[src/rtl/uart_rx_pkg.sv]
`default_nettype none
// ============================================================================
//  Module      : uart_rx_pkg
//  Description : Constants and state encodings shared by the UART receive and
//                transmit paths. Parity-mode codes and the RX state encoding
//                live here so both directions agree on them.
//  Contents    : PBIT_NONE / PBIT_EVEN / PBIT_ODD parity-mode codes,
//                rx_state_t receiver state encoding.
//  Revision    : 1.0 - initial release
// ============================================================================
package uart_rx_pkg;

    // Parity-mode codes on the pbit port; code 3 behaves as "none".
    localparam logic [1:0] PBIT_NONE = 2'd0;
    localparam logic [1:0] PBIT_EVEN = 2'd1;
    localparam logic [1:0] PBIT_ODD  = 2'd2;

    typedef enum logic [2:0] {
        ST_IDLE   = 3'd0,
        ST_START  = 3'd1,
        ST_DATA   = 3'd2,
        ST_PARITY = 3'd3,
        ST_STOP   = 3'd4
    } rx_state_t;

endpackage : uart_rx_pkg
`default_nettype wire

[src/rtl/parity_calculator.sv]
`default_nettype none
// ============================================================================
//  Module      : parity_calculator
//  Description : Computes the parity bit for a character of 7 or 8 data bits.
//                Shared by the transmitter and the receiver so that both ends
//                use identical dbit/pbit interpretation.
//  Ports       : data   [DBIT-1:0] in  - character, right-aligned
//                dbit   [3:0]      in  - 7 selects 7 bits, anything else DBIT
//                pbit   [1:0]      in  - parity mode (none/even/odd/none)
//                parity            out - parity bit to transmit / expect
//  Revision    : 1.0 - initial release
// ============================================================================
module parity_calculator
    import uart_rx_pkg::*;
#(
    parameter int DBIT = 8
) (
    input  logic [DBIT-1:0] data,
    input  logic [3:0]      dbit,
    input  logic [1:0]      pbit,
    output logic            parity
);

    int   w_nbits;
    logic w_xor;

    always_comb begin
        w_nbits = (dbit == 4'd7) ? 7 : DBIT;
        w_xor   = 1'b0;
        for (int i = 0; i < DBIT; i++) begin
            if (i < w_nbits) begin
                w_xor = w_xor ^ data[i];
            end
        end
    end

    // Even parity makes the total count of ones even, odd makes it odd.
    always_comb begin
        parity = 1'b0;
        if (pbit == PBIT_EVEN) begin
            parity = w_xor;
        end else if (pbit == PBIT_ODD) begin
            parity = ~w_xor;
        end
    end

endmodule : parity_calculator
`default_nettype wire

[src/rtl/uart_rx.sv]
`default_nettype none
// ============================================================================
//  Module      : uart_rx
//  Description : UART receiver. Deserialises an asynchronous line into 7- or
//                8-bit characters with runtime parity (none/even/odd), driven
//                by a 16x oversampling tick. Each bit is sampled mid-cell.
//  Ports       : clk          in  - single clock, rising edge
//                reset_n      in  - asynchronous active-low reset
//                rx           in  - serial line, idle high, asynchronous
//                s_tick       in  - one-clk pulse at 16x baud
//                dbit   [3:0] in  - data bits per frame (7, otherwise 8)
//                pbit   [1:0] in  - parity mode (0 none,1 even,2 odd,3 none)
//                dout   [DBIT-1:0] out - last character, right-aligned
//                rx_done_tick out - one-clk pulse when a frame completes
//                parity_err   out - parity mismatch on last frame
//                frame_err    out - stop bit sampled low on last frame
//  Revision    : 1.0 - initial release
// ============================================================================
module uart_rx
    import uart_rx_pkg::*;
#(
    parameter int DBIT    = 8,
    parameter int SB_TICK = 16
) (
    input  logic            clk,
    input  logic            reset_n,
    input  logic            rx,
    input  logic            s_tick,
    input  logic [3:0]      dbit,
    input  logic [1:0]      pbit,
    output logic [DBIT-1:0] dout,
    output logic            rx_done_tick,
    output logic            parity_err,
    output logic            frame_err
);

    // Tick counter must reach 15 in data cells and SB_TICK-1 in the stop cell.
    localparam int SW = (SB_TICK > 16) ? $clog2(SB_TICK) : 4;
    localparam logic [SW-1:0] c_S_MID  = SW'(7);
    localparam logic [SW-1:0] c_S_BIT  = SW'(15);
    localparam logic [SW-1:0] c_S_STOP = SW'(SB_TICK - 1);
    localparam logic [2:0]    c_N_LAST8 = 3'(DBIT - 1);

    // ------------------------------------------------------------------
    // Input synchroniser; both flops reset to the idle (high) level.
    // ------------------------------------------------------------------
    logic r_rx_meta;
    logic r_rx_s;

    always_ff @(posedge clk or negedge reset_n) begin
        if (!reset_n) begin
            r_rx_meta <= 1'b1;
            r_rx_s    <= 1'b1;
        end else begin
            r_rx_meta <= rx;
            r_rx_s    <= r_rx_meta;
        end
    end

    // ------------------------------------------------------------------
    // Receiver state
    // ------------------------------------------------------------------
    rx_state_t       r_state;
    logic [SW-1:0]   r_s;
    logic [2:0]      r_n;
    logic [DBIT-1:0] r_b;
    logic            r_cfg_dbit7;   // frame configuration captured at start bit
    logic [1:0]      r_cfg_pbit;
    logic            r_p_rx;
    logic [DBIT-1:0] r_dout;
    logic            r_done;
    logic            r_parity_err;
    logic            r_frame_err;

    logic [DBIT-1:0] w_dout_next;
    logic [2:0]      w_n_last;
    logic            w_par_active;
    logic            w_exp_parity;

    // A 7-bit frame shifts in one bit fewer, so the character sits one
    // position high in the shift register.
    assign w_dout_next  = r_cfg_dbit7 ? (r_b >> 1) : r_b;
    assign w_n_last     = r_cfg_dbit7 ? 3'd6 : c_N_LAST8;
    assign w_par_active = (r_cfg_pbit == PBIT_EVEN) || (r_cfg_pbit == PBIT_ODD);

    parity_calculator #(
        .DBIT (DBIT)
    ) u_parity (
        .data   (w_dout_next),
        .dbit   (r_cfg_dbit7 ? 4'd7 : 4'(DBIT)),
        .pbit   (r_cfg_pbit),
        .parity (w_exp_parity)
    );

    always_ff @(posedge clk or negedge reset_n) begin
        if (!reset_n) begin
            r_state      <= ST_IDLE;
            r_s          <= '0;
            r_n          <= '0;
            r_b          <= '0;
            r_cfg_dbit7  <= 1'b0;
            r_cfg_pbit   <= PBIT_NONE;
            r_p_rx       <= 1'b0;
            r_dout       <= '0;
            r_done       <= 1'b0;
            r_parity_err <= 1'b0;
            r_frame_err  <= 1'b0;
        end else begin
            r_done <= 1'b0;
            case (r_state)
                ST_IDLE: begin
                    if (!r_rx_s) begin
                        r_s     <= '0;
                        r_state <= ST_START;
                    end
                end

                ST_START: begin
                    if (s_tick) begin
                        if (r_s == c_S_MID) begin
                            if (!r_rx_s) begin
                                r_s         <= '0;
                                r_n         <= '0;
                                r_cfg_dbit7 <= (dbit == 4'd7);
                                r_cfg_pbit  <= pbit;
                                r_state     <= ST_DATA;
                            end else begin
                                // Glitch shorter than half a bit: ignore it.
                                r_state <= ST_IDLE;
                            end
                        end else begin
                            r_s <= r_s + 1'b1;
                        end
                    end
                end

                ST_DATA: begin
                    if (s_tick) begin
                        if (r_s == c_S_BIT) begin
                            r_s <= '0;
                            r_b <= {r_rx_s, r_b[DBIT-1:1]};
                            if (r_n == w_n_last) begin
                                r_state <= w_par_active ? ST_PARITY : ST_STOP;
                            end else begin
                                r_n <= r_n + 1'b1;
                            end
                        end else begin
                            r_s <= r_s + 1'b1;
                        end
                    end
                end

                ST_PARITY: begin
                    if (s_tick) begin
                        if (r_s == c_S_BIT) begin
                            r_p_rx  <= r_rx_s;
                            r_s     <= '0;
                            r_state <= ST_STOP;
                        end else begin
                            r_s <= r_s + 1'b1;
                        end
                    end
                end

                ST_STOP: begin
                    if (s_tick) begin
                        if (r_s == c_S_STOP) begin
                            r_done       <= 1'b1;
                            r_dout       <= w_dout_next;
                            r_frame_err  <= ~r_rx_s;
                            r_parity_err <= w_par_active && (r_p_rx != w_exp_parity);
                            r_state      <= ST_IDLE;
                        end else begin
                            r_s <= r_s + 1'b1;
                        end
                    end
                end

                default: begin
                    r_state <= ST_IDLE;
                end
            endcase
        end
    end

    assign dout         = r_dout;
    assign rx_done_tick = r_done;
    assign parity_err   = r_parity_err;
    assign frame_err    = r_frame_err;

endmodule : uart_rx
`default_nettype wire

[config.mk]
export PLATFORM = sky130hd
export DESIGN_NAME = uart_rx
export DESIGN_NICKNAME = d
export VERILOG_FILES = /design/src/rtl/uart_rx_pkg.sv /design/src/rtl/parity_calculator.sv /design/src/rtl/uart_rx.sv
export SDC_FILE = /design/constraint.sdc
export NUM_CORES = 1
export LEC_CHECK = 0
export CORE_MARGIN = 2
export CORE_UTILIZATION = 40
export CTS_CLUSTER_DIAMETER = 100
export DETAILED_ROUTE_END_ITERATION = 12
export GPL_TIMING_DRIVEN = 0
export MAX_ROUTING_LAYER = met4
export PLACE_DENSITY = 0.7
export RECOVER_POWER = 100
export SLEW_MARGIN = 10
export SYNTH_ARGS = -nofsm -noshare
export SYNTH_HDL_FRONTEND = slang
export SYNTH_HIERARCHICAL = 1
export SYNTH_SLANG_ARGS = --single-unit
[constraint.sdc]
create_clock -name clk -period 3.4 [get_ports clk]
set_input_delay 0.51 -clock clk [delete_from_list [all_inputs] [get_ports clk]]
set_output_delay 0.51 -clock clk [all_outputs]
set_load 0.005 [all_outputs]
After elaboration in Yosys (flattened, before gate mapping)
Index checks and enable logic that the tools add are counted. W data, S select, Z words.

Flip-flop bits (word level): 35.

Add/sub/neg operators: 2. Order comparisons: 8. Equal/unequal tests: 26. Muxes and demuxes: 45. Bitwise gates (word level): 9. Reductions and logical operators: 13.

Operators by type and width (count): $lt A4 B32 Y1 const A (4); $lt A3 B32 Y1 const A (2); $mux W3 (17); $mux W4 (9); $lt A1 B32 Y1 const A (1); $lt A2 B32 Y1 const A (1); $ne A2 B2 Y1 const B (13); $pmux W4 S4 (1); $pmux W3 S5 (1); $mux W1 (14); $eq A4 B3 Y1 const B (3); $reduce_and A10 Y1 (1); $reduce_and A3 Y1 (3); $mux W8 (1); $reduce_and A7 Y1 (1); $xor A1 B1 Y1 (7); $eq A3 B2 Y1 const B (2); $pmux W3 S2 (1); $reduce_and A5 Y1 (1); $add A4 B1 Y4 const B (1); $eq A4 B4 Y1 const B (1); $reduce_and A4 Y1 (1); $reduce_bool A4 Y1 (1); $add A3 B1 Y3 const B (1); other kinds (14) (15).

Logic depth before layout (Yosys ltp)
Depth after elaboration: 24. Mapped depth: 8.

Modules after synthesis
The synthesis kept the hierarchy.

By module, submodules not included: uart_rx (times used 1, cells an instance 153, area an instance 1865.5 µm², sequential area each 878.3 µm²); parity_calculator (times used 1, cells an instance 11, area an instance 101.3 µm², sequential area each 0.0 µm²).

Worst setup path before layout
OpenSTA, ideal clock, no wires.

Kind: reg-to-reg. Start: register r_cfg_dbit7. End: register r_parity_err, in the netlist parity_err. Library setup time: 0.095 ns. Arrival time: 2.047 ns. Slack: 1.258 ns. Cell stages (with the launch flop): 9. Path buffers: 1. Clock period less this slack: 2.142 ns. Path through: dfrtp_1 buf_2 mux2_2 xor2_1 xnor2_1 xnor3_1 mux2i_1 xnor2_1 o31ai_1.

Elaborated cells on any way between the ends: 32. Classes of those cells: 8 x order compare; 2 x eq/ne; 13 x mux; 8 x bitwise; 1 x reduce/logical.

RTL lines: start, declared (RTL line uart_rx.sv:67) `logic r_cfg_dbit7;`; start signal, assigned (RTL line uart_rx.sv:124) `r_cfg_dbit7 <= (dbit == 4'd7);`; $mux W8 (*) (RTL line uart_rx.sv:82) `assign w_dout_next = r_cfg_dbit7 ? (r_b >> 1) : r_b;`; named net w_dout_next[5] (RTL line uart_rx.sv:75) `logic [DBIT-1:0] w_dout_next;`; $xor A1 B1 Y1 (*) (RTL line parity_calculator.sv:32) `w_xor = w_xor ^ data[i];`; $mux W1 (*) (RTL line parity_calculator.sv:31) `if (i < w_nbits) begin`; $xor A1 B1 Y1 (RTL line parity_calculator.sv:32); $mux W1 (*) (RTL line parity_calculator.sv:31); $xor A1 B1 Y1 (RTL line parity_calculator.sv:32); $mux W1 (*) (RTL line parity_calculator.sv:31); $not A1 Y1 (RTL line parity_calculator.sv:43) `parity = ~w_xor;`; $mux W1 (RTL line parity_calculator.sv:42) `end else if (pbit == PBIT_ODD) begin`; $mux W1 (*) (RTL line parity_calculator.sv:40) `if (pbit == PBIT_EVEN) begin`; named net w_exp_parity (RTL line uart_rx.sv:78) `logic w_exp_parity;`; $ne A1 B1 Y1 (*) (RTL line uart_rx.sv:171) `r_parity_err <= w_par_active && (r_p_rx != w_exp_parity);`; $logic_and A1 B1 Y1 (*) (RTL line uart_rx.sv:171); end signal, assigned (RTL line uart_rx.sv:171); end, declared (RTL line uart_rx.sv:72) `logic r_parity_err;`.

The timed path passes the listed nets; every way through them passes the cells marked *. A chain may end at the register's enable or synchronous reset.

Worst setup path after layout
Same ends and word-level chain as after synthesis.

==> impl_metrics.tcl <==
set metrics [dict create \
    status "finished with violations" \
    violations "max-capacitance violations, max-slew violations" \
    skew_ns 0.01109 \
    p_sw_share_pct 30.27 \
    crit_start "r_cfg_dbit7" \
    synth_seq_cells 35 \
    ctsHoldBuffers 0 \
    grt_pass1_wl_mm 5.816 \
    p_comb_share_pct 31.0 \
    p_leak_nw 1.036 \
    cts_setup_buffers 0 \
    syn_inst 164 \
    report.final.slew_viol_count 36 \
    critPathMaxFanout 10 \
    setup_viol 0 \
    dpl_cell_area_um2 2236 \
    ios 21 \
    cts-resized-gates 0 \
    cp_data_required_time_ns 3.60 \
    grt_use_total_pct 14.65 \
    p_seq_share_pct 37.4 \
    switchingPower_w 0.0004317 \
    internal_power_w 0.0009946 \
    die_area_um2 5494 \
    drtIter0Drc 61 \
    hpwl_mm 2.383 \
    die_h_um 74.12 \
    clock_sinks 35 \
    vias 1302 \
    avgSynthCellArea_um2 11.99 \
    place_ws_ns 1.054 \
    cts_tree "built" \
    clkPwrFrac_pct 31.6 \
    r2r-start "r_cfg_dbit7" \
    criticalPathCategory "flop to flop" \
    setup_ws_ns 0.8229 \
    ys_seq_area_share_pct 44.66 \
    grt_max_degree 36 \
    initial_core_util_pct 41.64 \
    fmax_mhz 388.0 \
    layout_common_cells "33 x dfrtp_1, 15 x mux2_1, 12 x dlygate4sd3_1" \
    yosysTopAreaCell "dfrtp_1" \
    cp-end-kind "flop" \
    reg2reg_depth 8 \
    synth-async-reset-ratio_pct 100.0 \
    period_needed_ns 2.577 \
    start_kind "flop" \
    drtAntennaViolNets 0 \
    finalPower_w 0.001426 \
    yosys_warnings 6 \
    die_w_um 74.12 \
    first_pass_iters 4 \
    synth_edf_count 0 \
    fin_crit_sh_pct 75.80 \
    rows 25 \
    synth.net_count 176 \
    drc 0 \
    ys.flop_type "dfrtp_1" \
    io_buffer_count 19 \
    drive_above_1_share_pct 15.18 \
    worstSkewPairLatency_ns 0.29 \
    hold_viol 0 \
    slew_headroom_pct -22.51 \
    routed_via_density 5.047 \
    synthToLayoutAreaGrowth_pct 15.52 \
    power.density_nw_per_um2 627.7 \
    endpoint "parity_err" \
    numCtsBuffers 5 \
    vdd_drop_max_v 0.0003528 \
    cts.clk_slew.worst_paths_ns 0.07 \
    final_common_cell "dfrtp_1" \
    n_fill_cell 450 \
    drv_cap 1 \
    core_area_um2 4723 \
    n_antenna_cell 0 \
    cp.arrival_ns 2.78 \
    wl_per_cell_um 13.22 \
    synth_cell_types 50 \
    tightest_slew_ns 1.838 \
    synth_top_cell_area_share_pct 41.98 \
    synthesis.area_um2 1967 \
    routed_wl_mm 3.412 \
    r2r_end "parity_err" \
    overflow 0 \
    grt_pass1_vias 1245 \
    rrSetupSlack_ns 0.82 \
    place_congestion 0.8559 \
    ff_latch_area_um2 878.3 \
    synthTopCellsByArea "dfrtp_1 42%, mux2_2 6.3%, mux2_4 5.3%, mux2_1 5.2%, xnor2_1 4.0%" \
    multiInputGateArea_um2 908.4 \
    finalSetupTns_ns 0 \
    nets 202 \
    cts_root_buf "clkbuf_8" \
    rsz0062_at_grt "no" \
    postLayoutCellArea_um2 2272 \
    hold_class "flop to flop" \
    clockBufferDepth 2 \
    antenna_found_initial 0 \
    htreeDepth 2 \
]
==> cell type report <==
cell class	instances	share of cell area, %
clock buffers	6	3.194
flip-flops and latches	35	38.66
repair buffers	19	8.095
plain buffers	10	2.753
inverters	6	0.9912
multi-input cells	113	39.98
well taps	67	3.689
clock inverters	2	2.643
==> flip-flops by register name, indices dropped and copies added (netlist names) <==
name and cells:
dout 8, r_b 8, r_s 4, r_n 3
r_state 3, r_cfg_pbit 2, frame_err 1, parity_err 1
r_cfg_dbit7 1, r_p_rx 1, r_rx_meta 1, r_rx_s 1
rx_done_tick 1
==> cells by family (layout without fill, tap and decap cells) <==
logic type,Yosys count,count (layout),synth area share (%)
AO/OA/AOI/OAI,26,26,9.161
XOR/XNOR,12,12,6.044
adder cells (fa/ha/maj),2,2,1.272
buffers and inverters,16,43,5.407
flip-flops,35,35,44.66
multiplexers,31,31,18.83
AND/OR/NAND/NOR,42,42,14.63
==> critical path: stages, from the launching register on <==
cell	delay (ns)
dfrtp_1	0.38
clkbuf_1	0.44
mux2_2	0.42
xor2_1	0.17
xnor2_1	0.24
xnor3_1	0.36
mux2i_1	0.19
xnor2_1	0.10
o31ai_1	0.19
==> metal layers <==
layer | track usage [%] | vias up | part of all wire (%)
li1 | - | 636 | -
met1 | 20.00 | 634 | 51
met2 | 20.14 | 24 | 43
met3 | 2.846 | 8 | 2.7
met4 | 8.485 | 0 | 2.5
met5 | - | - | 0
==> cell usage after synthesis (5+ instances only) <==
| cell type | instances |
|---|---|
| dfrtp_1 | 33 |
| xnor2_1 | 9 |
| buf_6 | 5 |
| nand2_1 | 9 |
| mux2_2 | 11 |
| mux2_1 | 9 |
| nand3_1 | 5 |
| mux2_4 | 7 |
| inv_1 | 5 |
==> metrics by stage <==
stage	std cells	utilization, %	hold slack, ns
CTS	258	50.15	0.3181
finish	258	48.11	0.3567
global placement	250	47.44	0.3461
global route	258	48.11	0.3687
detailed placement	250	47.34	0.3485
floorplan	164	-	0.2144
==> how the worst min path moves through the flow <==
stage | from | endpoint | cells after the start
global route | r_rx_meta | r_rx_s | 0
floorplan | reset_n | dout[0] | 0
detailed placement | r_rx_meta | r_rx_s | 0
finish | r_rx_meta | r_rx_s | 0
global placement | r_rx_meta | r_rx_s | 0
CTS | reset_n | dout[2] | 1
==> power groups by stage <==
stage | combinational [W] | clock (W) | sequential (W)
2_1_floorplan | 0.000400 | 0 | 0.000532
3_3_place_gp | 0.000472 | 0 | 0.000541
3_5_place_dp | 0.000481 | 0 | 0.000542
4_1_cts | 0.000481 | 0.000456 | 0.000535
5_1_grt | 0.000495 | 0.000479 | 0.000544
6_report | 0.000443 | 0.000451 | 0.000533
Power figures use the tool's default switching activity.
